===== config.mk =====
export PLATFORM = sky130hd
export DESIGN_NAME = fifo_wr_arbiter
export DESIGN_NICKNAME = d
export VERILOG_FILES = /design/src/rtl/fifo_wr_arbiter.sv
export SDC_FILE = /design/constraint.sdc
export NUM_CORES = 1
export LEC_CHECK = 0
export CAP_MARGIN = 0
export CELL_PAD_IN_SITES_DETAIL_PLACEMENT = 1
export CELL_PAD_IN_SITES_GLOBAL_PLACEMENT = 1
export CORE_MARGIN = 2
export CORE_UTILIZATION = 30
export CTS_CLUSTER_DIAMETER = 150
export DETAILED_ROUTE_END_ITERATION = 8
export DONT_BUFFER_PORTS = 1
export PLACE_DENSITY = 0.7
export RECOVER_POWER = 100
export REMOVE_ABC_BUFFERS = 1
export SYNTH_ARGS = -nofsm -noshare
export SYNTH_HDL_FRONTEND = slang
export SYNTH_SLANG_ARGS = --single-unit

===== constraint.sdc =====
create_clock -name clk -period 3.6 [get_ports clk]
set_clock_uncertainty 0.1 [all_clocks]
set_input_delay 0.36 -clock clk [delete_from_list [all_inputs] [get_ports clk]]
set_output_delay 0.36 -clock clk [all_outputs]
set_load 0.005 [all_outputs]

===== src/rtl/fifo_wr_arbiter.sv =====
// Round-robin arbiter sharing one FIFO write port among NUM_REQ producers.
// Each grant moves up to BURST words; one IDLE bubble separates grants.
module fifo_wr_arbiter #(
    parameter int NUM_REQ = 4,
    parameter int BURST   = 4,
    parameter int DW      = 8
) (
    input  logic                       clk,
    input  logic                       reset,
    input  logic [NUM_REQ-1:0]         req_valid,
    input  logic [NUM_REQ*DW-1:0]      req_data,
    output logic [NUM_REQ-1:0]         req_ready,
    input  logic                       fifo_full,
    output logic                       fifo_wr_en,
    output logic [DW-1:0]              fifo_din,
    output logic                       grant_valid,
    output logic [$clog2(NUM_REQ)-1:0] grant_id
);

    localparam int GW = $clog2(NUM_REQ);
    localparam int CW = (BURST > 1) ? $clog2(BURST) : 1;

    typedef enum logic {
        IDLE,
        GRANT
    } state_t;

    state_t          state, state_n;
    logic            grant_valid_n;
    logic [GW-1:0]   grant_id_n;
    logic [CW-1:0]   count, count_n;
    logic [GW-1:0]   last, last_n;

    logic            found;
    logic [GW-1:0]   sel;
    int unsigned     idx;
    logic            owner_valid;
    logic            transfer;

    always_ff @(posedge clk) begin
        if (reset) begin
            state       <= IDLE;
            grant_valid <= 1'b0;
            grant_id    <= '0;
            count       <= '0;
            last        <= GW'(NUM_REQ - 1);
        end else begin
            state       <= state_n;
            grant_valid <= grant_valid_n;
            grant_id    <= grant_id_n;
            count       <= count_n;
            last        <= last_n;
        end
    end

    // Round-robin search starting just after the last served requester.
    always_comb begin
        found = 1'b0;
        sel   = '0;
        idx   = 0;
        for (int unsigned i = 1; i <= NUM_REQ; i++) begin
            idx = (32'(last) + i) % NUM_REQ;
            if (!found && req_valid[GW'(idx)]) begin
                found = 1'b1;
                sel   = GW'(idx);
            end
        end
    end

    // Outputs are masked during reset so an aborted burst never writes.
    always_comb begin
        owner_valid   = req_valid[grant_id];
        transfer      = (state == GRANT) && owner_valid && !fifo_full && !reset;

        fifo_wr_en    = transfer;
        fifo_din      = '0;
        req_ready     = '0;
        state_n       = state;
        grant_valid_n = grant_valid;
        grant_id_n    = grant_id;
        count_n       = count;
        last_n        = last;

        if (transfer) begin
            fifo_din = req_data[grant_id*DW +: DW];
        end

        case (state)
            IDLE: begin
                if (found) begin
                    state_n       = GRANT;
                    grant_valid_n = 1'b1;
                    grant_id_n    = sel;
                    count_n       = '0;
                end
            end
            GRANT: begin
                if (!reset) begin
                    req_ready[grant_id] = !fifo_full;
                end
                if ((transfer && count == CW'(BURST - 1)) || (!owner_valid && !fifo_full)) begin
                    state_n       = IDLE;
                    grant_valid_n = 1'b0;
                    grant_id_n    = '0;
                    count_n       = '0;
                    last_n        = grant_id;
                end else if (transfer) begin
                    count_n = count + CW'(1);
                end
            end
            default: begin
                state_n = IDLE;
            end
        endcase
    end

endmodule

==> After elaboration in Yosys (flattened, before gate mapping) <==
Index checks and enable logic that the tools add are counted.
{ "totals": {"in_bits": 39, "regBits": 8, "word_cells": 78, "output_inout_bits": 16} }
{ "op_classes": {"n_mux": 36, "bitwise_logic": 2, "magnitude_cmp": 6, "n_addsub": 5, "reduce_logical": 19, "eq_ne": 4, "shift": 1} }
{ "op_table": {"columns": ["cell", "n"], "rows": [
  ["indexed part select 32 x 6 -> 8 bit", 1],
  ["2-to-1 mux 2 bit", 9],
  ["less-than comparator 2 x 3 -> 1 bit, second input constant", 5],
  ["2-to-1 mux 1 bit", 14],
  ["binary-select mux 1 bit (select 2 bit)", 5],
  ["logical AND 1 bit", 9],
  ["2-to-1 mux 4 bit", 2],
  ["2-to-1 mux 8 bit", 1],
  ["case mux 2 bit (2 select lines)", 2],
  ["adder 2 x 1 -> 2 bit, second input constant", 3],
  ["logical NOT 1 bit", 6],
  ["AND reduction 2 bit", 3],
  ["adder 2 bit, second input constant", 2],
  ["AND 4 bit", 1],
  ["case mux 1 bit (2 select lines)", 2],
  ["!= test 3 x 2 -> 1 bit, second input constant", 1],
  ["demux 1 bit (select 2 bit)", 1],
  ["equality test 2 bit, second input constant", 1],
  [">= comparator 2 x 1 -> 1 bit, second input constant", 1],
  ["!= test 2 x 1 -> 1 bit, second input constant", 1],
  ["!= test 2 bit, second input constant", 1],
  ["logical OR 1 bit", 1],
  ["inverter 1 bit", 1]
]} }

==> Longest topological paths before layout <==
Gate-level depths: netlist of run 1.
{ "depth": {"depth_word": 15, "depth_mapped": 6, "ltp_nobuf": 5} }

==> Least setup slack after synthesis of run 1 <==
OpenSTA, ideal clock, no wires.
{ "synth_timing": {"path_type": "reg2out", "startpoint": "register grant_id[0]", "endpoint": "output fifo_din[0]", "path_buffers": 2, "t_arrival_ns": 1.433, "path_stages_with_launch": 5, "setup_slack_ns": 1.707, "cell_sequence": "dfxtp_1 buf_2 buf_2 mux4_2 and3_1"} }
{ "synth_via": {"elab_chain_cells": 6, "word_cells_on_any_way": 7, "cone_classes": "1 x shift; 3 x mux; 3 x reduce/logical"} }
{ "synth_lines": {"columns": ["item", "line_no", "source"], "rows": [
  ["start: declaration", "17", "output logic [$clog2(NUM_REQ)-1:0] grant_id"],
  ["start signal: assignment", "50", "grant_id <= grant_id_n;"],
  ["parallel branches: the longest is 5 deep, another holds indexed part select 32 x 6 -> 8 bit", null, null],
  ["2-to-1 mux 8 bit *", "84", "if (transfer) begin"],
  ["end: declaration", "15", "output logic [DW-1:0] fifo_din,"]
]} }
Mark *: on every way between the ends. The select of a mux whose other input is x is not followed.

==> Worst setup path after layout of run 1 <==
{ "layout_timing": {"startpoint": "register state", "endpoint": "output fifo_din[6]"} }
{ "layout_via": {"elab_chain_cells": 4} }
{ "layout_lines": {"columns": ["item", "line_no", "source"], "rows": [
  ["start: declaration", "28", "state_t state, state_n;"],
  ["start signal: assignment", "48", "state <= state_n;"],
  ["logical AND 1 bit (3 in series)", "73", "transfer = (state == GRANT) && owner_valid && !fifo_full && !reset;"],
  ["2-to-1 mux 8 bit", "84", null]
]} }
Every way passes these cells.

==> tab_implementation.tex, run 1 <==
\begin{tabular}{lr}
\hline
Metric & Value \\
\hline
\multicolumn{2}{l}{\textbf{Run status}} \\
Run status & complete, no violations \\
\multicolumn{2}{l}{\textbf{Finish}} \\
Diode insertion count for antenna repair & 0 \\
Final-layout fill cell count & 292 \\
Net count, final & 119 \\
Share of cells above drive strength 1 & 0.1688 \\
Finished Cell Area & 773.2 um2 \\
Post-layout instance count excluding filler cells & 107 \\
Area added between synthesis and finish & 1.146\% \\
\multicolumn{2}{l}{\textbf{Worst setup path}} \\
Largest stage delay on the critical path & 950 ps \\
Endpoint type of the worst setup path & output pin \\
Capturing element of the worst setup path & fifo\_din[6] \\
Crit. Startpoint & state\$\_SDFF\_PP0\_ \\
Critical path required time & 3140 ps \\
Number of buffers and inverters on the critical path & 0 \\
Endpoint arrival time on the critical path & 1970 ps \\
Number of cells on the worst reg-to-reg path & 4 \\
Kind of cell with the highest combined delay on the critical path & simple AND/OR/NAND/NOR gates \\
Source of the worst register-to-register timing path & grant\_id[1]\$\_SDFFE\_PP0P\_ \\
Ordered cell list for the critical path & nor3b\_1, and3\_1 \\
Path length in cells of the critical path & 2 \\
Category of the most critical setup path & flop to output pin \\
Cell with the largest stage delay on the worst path & sky130\_fd\_sc\_hd\_\_nor3b\_1 \\
Largest fanout of any net on the critical path & 12 \\
Reg-to-reg endpoint & grant\_id[1]\$\_SDFFE\_PP0P\_ \\
Startpoint class of the critical path & flop \\
R2R setup slack & 1240 ps \\
\multicolumn{2}{l}{\textbf{Clocking}} \\
Number of buffers between clock root and the deepest sink & 2 \\
Post-CTS Setup Repair Bufs & 0 \\
Cts-stage hold buffer count & 0 \\
Post-cts sizing count & 0 \\
Latest clock arrival within the worst-skew pair & 250 ps \\
Root cell of the clock tree & sky130\_fd\_sc\_hd\_\_clkbuf\_4 \\
Clock transition time at the flip-flop clock pins of the worst setup and hold paths & 50 ps \\
Number of sinks handled by clock tree synthesis & 8 \\
H-tree depth & 1 \\
Clock buffer count from CTS & 3 \\
CTS tree & yes \\
\multicolumn{2}{l}{\textbf{Power}} \\
Cell Pwr Density & 300.6 mW/mm2 \\
Worst-case vdd ir drop & 0.0001568 V \\
Power consumption & 232.5 uW \\
P\_leak & 0.0003122 uW \\
\multicolumn{2}{l}{\textbf{Drt}} \\
Vias per std cell & 6.084 \\
Number of violations reported at the end of detailed-routing iteration 0 & 8 \\
Average routed wire per standard cell & 19.07 um \\
First-pass iteration count of the detailed router & 3 \\
Via Count & 651 \\
Post-route ant nets & 0 \\
Final wirelength & 2041 um \\
DRC viols & 0 \\
\multicolumn{2}{l}{\textbf{STA}} \\
Highest achievable clock rate & 412.3 MHz \\
Count of pins over their slew limit & 0 \\
Worst hold slack & 82.30 ps \\
Final Cycle Share & 0.6738 \\
Unrepaired setup endpoints after global routing & no \\
Final Setup Violations & 0 \\
Final setup TNS & 0 ps \\
Slew Limit Headroom & 0.2328 \\
Final period demand of the worst path & 2426 ps \\
Fin. Hold Viols & 0 \\
Worst-margin pin slew & 1148 ps \\
\multicolumn{2}{l}{\textbf{Die}} \\
Total core area & 0.002455 mm2 \\
Die boundary width & 54.48 um \\
Effective utilization at floorplan & 0.3114 \\
Height of the die & 54.48 um \\
Number of placement rows & 18 \\
Die area & 0.002968 mm2 \\
Number of primary I/O pins & 55 \\
\multicolumn{2}{l}{\textbf{Global route}} \\
Total global-route track usage & 0.1459 \\
Largest net degree at the start of global routing & 17 \\
Global route total overflow & 0 \\
Global-route wire length before repair & 3056 um \\
Vias in the first global route & 692 \\
Antenna violations before repair & 0 \\
\multicolumn{2}{l}{\textbf{Logic synthesis}} \\
Number of enable-type register cells in the synthesized netlist & 0 \\
Netlist area before placement & 764.5 um2 \\
Post-synthesis adder-cell area fraction & 0.01637 \\
Yosys top cell by area & sky130\_fd\_sc\_hd\_\_mux4\_2 \\
Compound-gate portion of the synthesized area & 0.1146 \\
Biggest area contributors in the synthesized netlist & sky130\_fd\_sc\_hd\_\_mux4\_2, sky130\_fd\_sc\_hd\_\_dfxtp\_1, sky130\_fd\_sc\_hd\_\_and3\_1 \\
Yosys warnings & 0 \\
Post-synthesis sequential element count & 8 \\
Post-synthesis share of cell area spent on and, or, nand and nor gates & 0.2881 \\
Library cell with the highest instance count after synthesis & sky130\_fd\_sc\_hd\_\_and3\_1 \\
Post-synthesis average cell area & 9.438 um2 \\
Area share of the largest cell type after synthesis & 0.2357 \\
Most instantiated cells after synthesis & sky130\_fd\_sc\_hd\_\_and3\_1, sky130\_fd\_sc\_hd\_\_dfxtp\_1, sky130\_fd\_sc\_hd\_\_mux4\_2, sky130\_fd\_sc\_hd\_\_nor2\_1, sky130\_fd\_sc\_hd\_\_nor3\_1 \\
Main combinational cell family by area after synthesis & simple AND/OR/NAND/NOR gates \\
XOR/XNOR share of the synthesized area & 0.01146 \\
Sequential element share of the synthesized area & 0.2095 \\
Async set-or-reset flop fraction in the synthesized netlist & 0 \\
Primary flip-flop cell chosen by synthesis mapping & sky130\_fd\_sc\_hd\_\_dfxtp\_1 \\
Number of library cell types mapped by synthesis & 32 \\
Proportion of synthesized area in mux cells & 0.2831 \\
Number of instances in the synthesized netlist & 81 \\
\multicolumn{2}{l}{\textbf{Worst hold path}} \\
Hold path depth & 1 \\
Worst hold-check path type & input port to flop \\
\multicolumn{2}{l}{\textbf{Place}} \\
Total placed instance area & 758.2 um2 \\
Placed cells & 104 \\
GPL Wtd Cong & 0.7546 \\
Detailed-placement wirelength estimate & 1690 um \\
Port buffer count & 0 \\
\multicolumn{2}{l}{\textbf{Job}} \\
Number of maximum-capacitance violations & 0 \\
\hline
\end{tabular}
-- flip-flops by register name, indices dropped and copies added, names as in the netlist --
| signal | count |
|---|---|
| state | 1 |
| last | 2 |
| grant_valid | 1 |
| count | 2 |
| grant_id | 2 |
-- power by group --
group	internal, uW	switching [uW]
Combinational	33.0	21.0
Clock	38.2	31.1
Sequential	94.6	14.6
-- cell usage in the layout, fill, tap and decap left out, types with 2 or more instances in the layout --
master and instances:
sky130_fd_sc_hd__nor2b_1 2, sky130_fd_sc_hd__nor3_1 5, sky130_fd_sc_hd__a21oi_1 5, sky130_fd_sc_hd__inv_1 3
sky130_fd_sc_hd__nand2b_1 4, sky130_fd_sc_hd__clkbuf_4 3, sky130_fd_sc_hd__mux4_2 8, sky130_fd_sc_hd__dfxtp_1 8
sky130_fd_sc_hd__nor4_1 2, sky130_fd_sc_hd__nor2_1 8, sky130_fd_sc_hd__nor3b_1 2, sky130_fd_sc_hd__and3_1 10
-- per-stage QoR --
| stage | setup WS (ps) | utilization |
|---|---|---|
| floorplan | 1593 | - |
| global placement | 1433 | 0.3089 |
| detailed placement | 1336 | 0.3089 |
| CTS | 1125 | 0.3180 |
| global route | 965.2 | 0.3150 |
| finish | 1175 | 0.3150 |
-- routing by layer --
metal  part of all wire  global-route usage  vias up
met5                  0                   0        -
met4                  0             0.02500        0
met3               0.15             0.07104        0
met2               0.47              0.2651       47
met1               0.38              0.1526      304
li1                   -                   -      300
-- cells by family after synthesis --
| kind of cell | after synthesis |
|---|---|
| flip-flops | 8 |
| AND/OR/NAND/NOR | 38 |
| AO/OA/AOI/OAI | 12 |
| buffers and inverters | 11 |
| adder cells (fa/ha/maj) | 1 |
| XOR/XNOR | 1 |
| multiplexers | 10 |
-- final cells by class --
class	instances	area [um2]	area share
multi-input cells	62	538.0	0.6958
flip-flops and latches	8	160.2	0.2071
well taps	30	37.54	0.04854
clock buffers	3	22.52	0.02913
inverters	4	15.01	0.01942
-- worst min-delay path by stage --
| stage | start | endpoint |
|---|---|---|
| after floorplan | reset | state$_SDFF_PP0_ |
| after global placement | reset | state$_SDFF_PP0_ |
| after detailed placement | reset | state$_SDFF_PP0_ |
| after CTS | reset | state$_SDFF_PP0_ |
| after global routing | reset | state$_SDFF_PP0_ |
| final | reset | state$_SDFF_PP0_ |
-- worst register-to-register path, stage by stage (launching register included) --
cell,delay (ps)
sky130_fd_sc_hd__dfxtp_1,700
sky130_fd_sc_hd__mux4_2,710
sky130_fd_sc_hd__a21oi_1,450
sky130_fd_sc_hd__inv_2,40
sky130_fd_sc_hd__a32o_1,250
(Power assumes the default switching activity.)
==> run 2: changes to the inputs <==
--- a/config.mk
+++ b/config.mk
@@ -5,6 +5,7 @@
 export SDC_FILE = /design/constraint.sdc
 export NUM_CORES = 1
 export LEC_CHECK = 0
+export ABC_AREA = 1
 export CAP_MARGIN = 0
 export CELL_PAD_IN_SITES_DETAIL_PLACEMENT = 1
 export CELL_PAD_IN_SITES_GLOBAL_PLACEMENT = 1
@@ -13,7 +14,7 @@
 export CTS_CLUSTER_DIAMETER = 150
 export DETAILED_ROUTE_END_ITERATION = 8
 export DONT_BUFFER_PORTS = 1
-export PLACE_DENSITY = 0.7
+export PLACE_DENSITY = 0.74
 export RECOVER_POWER = 100
 export REMOVE_ABC_BUFFERS = 1
 export SYNTH_ARGS = -nofsm -noshare
==> constraint.sdc (replaced) <==
create_clock -name clk -period 2.5 [get_ports clk]
set_clock_uncertainty 0.1 [all_clocks]
set_input_delay 0.25 -clock clk [delete_from_list [all_inputs] [get_ports clk]]
set_output_delay 0.25 -clock clk [all_outputs]
set_load 0.005 [all_outputs]
==> tab_implementation.tex, run 2 <==
\begin{tabular}{lr}
\hline
Metric & Value \\
\hline
\multicolumn{2}{l}{\textbf{Place}} \\
Port buffer count & 0 \\
GPL Wtd Cong & 0.8386 \\
Total placed instance area & 905.9 um2 \\
Detailed-placement wirelength estimate & 2407 um \\
\multicolumn{2}{l}{\textbf{STA}} \\
Count of pins over their slew limit & 0 \\
Final Setup Violations & 0 \\
Fin. Hold Viols & 0 \\
Worst hold slack & 46.09 ps \\
Slew Limit Headroom & 0.7054 \\
Final Cycle Share & 0.8520 \\
Highest achievable clock rate & 469.5 MHz \\
Unrepaired setup endpoints after global routing & no \\
Final setup TNS & 0 ps \\
Final period demand of the worst path & 2130 ps \\
Worst-margin pin slew & 442.0 ps \\
\multicolumn{2}{l}{\textbf{Logic synthesis}} \\
Number of instances in the synthesized netlist & 148 \\
Biggest area contributors in the synthesized netlist & sky130\_fd\_sc\_hd\_\_nand2\_1, sky130\_fd\_sc\_hd\_\_dfxtp\_1, sky130\_fd\_sc\_hd\_\_a22oi\_1 \\
Async set-or-reset flop fraction in the synthesized netlist & 0 \\
Most instantiated cells after synthesis & sky130\_fd\_sc\_hd\_\_nand2\_1, sky130\_fd\_sc\_hd\_\_inv\_1, sky130\_fd\_sc\_hd\_\_nor2\_1 \\
Post-synthesis average cell area & 5.935 um2 \\
Netlist area before placement & 878.3 um2 \\
Yosys top cell by area & sky130\_fd\_sc\_hd\_\_nand2\_1 \\
Number of enable-type register cells in the synthesized netlist & 0 \\
Primary flip-flop cell chosen by synthesis mapping & sky130\_fd\_sc\_hd\_\_dfxtp\_1 \\
Sequential element share of the synthesized area & 0.1823 \\
Yosys warnings & 0 \\
Library cell with the highest instance count after synthesis & sky130\_fd\_sc\_hd\_\_nand2\_1 \\
Area share of the largest cell type after synthesis & 0.2222 \\
Number of library cell types mapped by synthesis & 28 \\
Post-synthesis sequential element count & 8 \\
\multicolumn{2}{l}{\textbf{Power}} \\
Power consumption & 527.1 uW \\
Cell Pwr Density & 573.2 mW/mm2 \\
Worst-case vdd ir drop & 0.0003748 V \\
P\_leak & 0.0004339 uW \\
Cell-internal power & 281.5 uW \\
Clock network power share & 0.186 \\
Switching component of the power & 245.6 uW \\
Net Sw Frac & 0.4659 \\
Portion of total power attributed to sequential cells & 0.321 \\
Portion of total power attributed to combinational logic & 0.494 \\
\multicolumn{2}{l}{\textbf{Die}} \\
Number of placement rows & 19 \\
Effective utilization at floorplan & 0.3185 \\
Die area & 0.003377 mm2 \\
Total core area & 0.002758 mm2 \\
Die boundary width & 58.11 um \\
Height of the die & 58.11 um \\
Number of primary I/O pins & 55 \\
\multicolumn{2}{l}{\textbf{Worst setup path}} \\
Number of cells on the worst reg-to-reg path & 8 \\
Reg-to-reg endpoint & count[1]\$\_SDFFE\_PP0P\_ \\
Capturing element of the worst setup path & fifo\_din[3] \\
Endpoint arrival time on the critical path & 1780 ps \\
Endpoint type of the worst setup path & output pin \\
Number of buffers and inverters on the critical path & 1 \\
Ordered cell list for the critical path & nand2\_1, nor2\_1, nor2\_1, and2\_0, nor2\_4, inv\_1, a31oi\_1 \\
Startpoint class of the critical path & flop \\
Critical path required time & 2150 ps \\
Most repeated library cell on the critical path & sky130\_fd\_sc\_hd\_\_nor2\_1 \\
Path length in cells of the critical path & 7 \\
Crit. Startpoint & grant\_id[1]\$\_SDFFE\_PP0P\_ \\
Kind of cell with the highest combined delay on the critical path & simple AND/OR/NAND/NOR gates \\
Largest fanout of any net on the critical path & 8 \\
Source of the worst register-to-register timing path & grant\_id[1]\$\_SDFFE\_PP0P\_ \\
Largest stage delay on the critical path & 440 ps \\
Cell with the largest stage delay on the worst path & sky130\_fd\_sc\_hd\_\_dfxtp\_1 \\
Category of the most critical setup path & flop to output pin \\
R2R setup slack & 730 ps \\
\multicolumn{2}{l}{\textbf{Drt}} \\
Vias per std cell & 5.392 \\
Number of violations reported at the end of detailed-routing iteration 0 & 18 \\
First-pass iteration count of the detailed router & 4 \\
Post-route ant nets & 0 \\
Final wirelength & 2755 um \\
Via Count & 976 \\
DRC viols & 0 \\
Average routed wire per standard cell & 15.22 um \\
\multicolumn{2}{l}{\textbf{Global route}} \\
Antenna violations before repair & 0 \\
Global route total overflow & 0 \\
Vias in the first global route & 1,028 \\
Largest net degree at the start of global routing & 11 \\
Global-route wire length before repair & 4436 um \\
Total global-route track usage & 0.1666 \\
\multicolumn{2}{l}{\textbf{Clocking}} \\
Post-CTS Setup Repair Bufs & 0 \\
Clock buffer count from CTS & 3 \\
Number of sinks handled by clock tree synthesis & 8 \\
Number of buffers between clock root and the deepest sink & 2 \\
Root cell of the clock tree & sky130\_fd\_sc\_hd\_\_clkbuf\_4 \\
H-tree depth & 1 \\
Cts-stage hold buffer count & 0 \\
Clock transition time at the flip-flop clock pins of the worst setup and hold paths & 60 ps \\
Post-cts sizing count & 0 \\
Latest clock arrival within the worst-skew pair & 250 ps \\
CTS tree & yes \\
\multicolumn{2}{l}{\textbf{Finish}} \\
Most frequent standard cell in the layout excluding fill and tap cells & sky130\_fd\_sc\_hd\_\_nand2\_1 \\
Finished Cell Area & 919.6 um2 \\
Area added between synthesis and finish & 4.701\% \\
Largest registers in the final layout & count: 2 flops, grant\_id: 2 flops, last: 2 flops \\
Diode insertion count for antenna repair & 0 \\
Share of cells above drive strength 1 & 0.1133 \\
Commonest cells after routing, fill and taps aside & sky130\_fd\_sc\_hd\_\_nand2\_1, sky130\_fd\_sc\_hd\_\_inv\_1, sky130\_fd\_sc\_hd\_\_nor2\_1 \\
Net count, final & 192 \\
\multicolumn{2}{l}{\textbf{Run status}} \\
Run status & complete, no violations \\
\multicolumn{2}{l}{\textbf{Job}} \\
Number of maximum-capacitance violations & 0 \\
\multicolumn{2}{l}{\textbf{Worst hold path}} \\
Worst hold-check path type & input port to flop \\
\hline
\end{tabular}
run 2: changes by cell type after synthesis, moves of 4 or more:
| cell | before | now |
|---|---|---|
| sky130_fd_sc_hd__inv_2 | 2 | 6 |
| sky130_fd_sc_hd__nand2_1 | 1 | 52 |
| sky130_fd_sc_hd__inv_1 | 2 | 14 |
| sky130_fd_sc_hd__a31oi_1 | 0 | 8 |
| sky130_fd_sc_hd__nand2b_1 | 4 | 0 |
| sky130_fd_sc_hd__nor2_1 | 8 | 13 |
| sky130_fd_sc_hd__and3_1 | 10 | 0 |
| sky130_fd_sc_hd__nand3_1 | 0 | 9 |
| sky130_fd_sc_hd__nor3_1 | 5 | 0 |
| sky130_fd_sc_hd__mux4_2 | 8 | 0 |
| sky130_fd_sc_hd__a22oi_1 | 0 | 8 |
run 2: routing by layer:
metal	part of all wire	global-route usage
met1	0.40	0.1827
met2	0.54	0.3247
met3	0.063	0.04464
met4	0	0.01993
met5	0	0
run 2: cell families (layout without fill, tap and decap cells):
family | after synthesis | in the layout | share of synthesized area
xor gates and xnor gates | 1 | 1 | 0.009973
AOI/OAI and AO/OA | 27 | 27 | 0.2065
buffers and inverters | 22 | 24 | 0.1083
and+or+nand+nor | 89 | 89 | 0.4786
DFF | 8 | 8 | 0.1823
adders and majority gates | 1 | 1 | 0.01424
run 2: worst register-to-register path: cells and delay by family, from the launching register on:
| family | cells | cell delay, ps |
|---|---|---|
| flops | 1 | 440 |
| compound gates | 1 | 380 |
| simple gates | 7 | 790 |
run 2: cell type report:
| cell class | count | area, um2 |
|---|---|---|
| Fill cell | 383 | 1838 |
| Tap cell | 31 | 38.79 |
| Multi-Input combinational cell | 118 | 614.3 |
| Inverter | 21 | 83.83 |
| Sequential cell | 8 | 160.2 |
| Clock buffer | 3 | 22.52 |
run 2: power groups by stage:
stage	Combinational, uW	Clock, uW	Sequential, uW
finish	260	97.8	169
floorplan	214	0	165
CTS	266	103	170
global route	297	108	173
global placement	252	0	172
detailed placement	264	0	173
run 2: through the flow:
| stage | cells | util | worst slack, ps |
|---|---|---|---|
| 2_1_floorplan | 147 | - | 971.3 |
| 3_3_place_gp | 178 | 0.3285 | 784.6 |
| 3_5_place_dp | 178 | 0.3285 | 724.3 |
| 4_1_cts | 181 | 0.3367 | 444.3 |
| 5_1_grt | 181 | 0.3335 | 200.5 |
| 6_report | 181 | 0.3335 | 370.1 |
run 2: worst min path at each step:
stage               cells past startpoint   from  slack (ps)              endpoint
global route                            2  reset          50  last[0]$_SDFFE_PP1P_
CTS                                     2  reset          40  last[1]$_SDFFE_PP1P_
finish                                  2  reset          50  last[1]$_SDFFE_PP1P_
floorplan                               2  reset         280  last[0]$_SDFFE_PP1P_
detailed placement                      2  reset         310  last[1]$_SDFFE_PP1P_
global placement                        2  reset         300  last[1]$_SDFFE_PP1P_
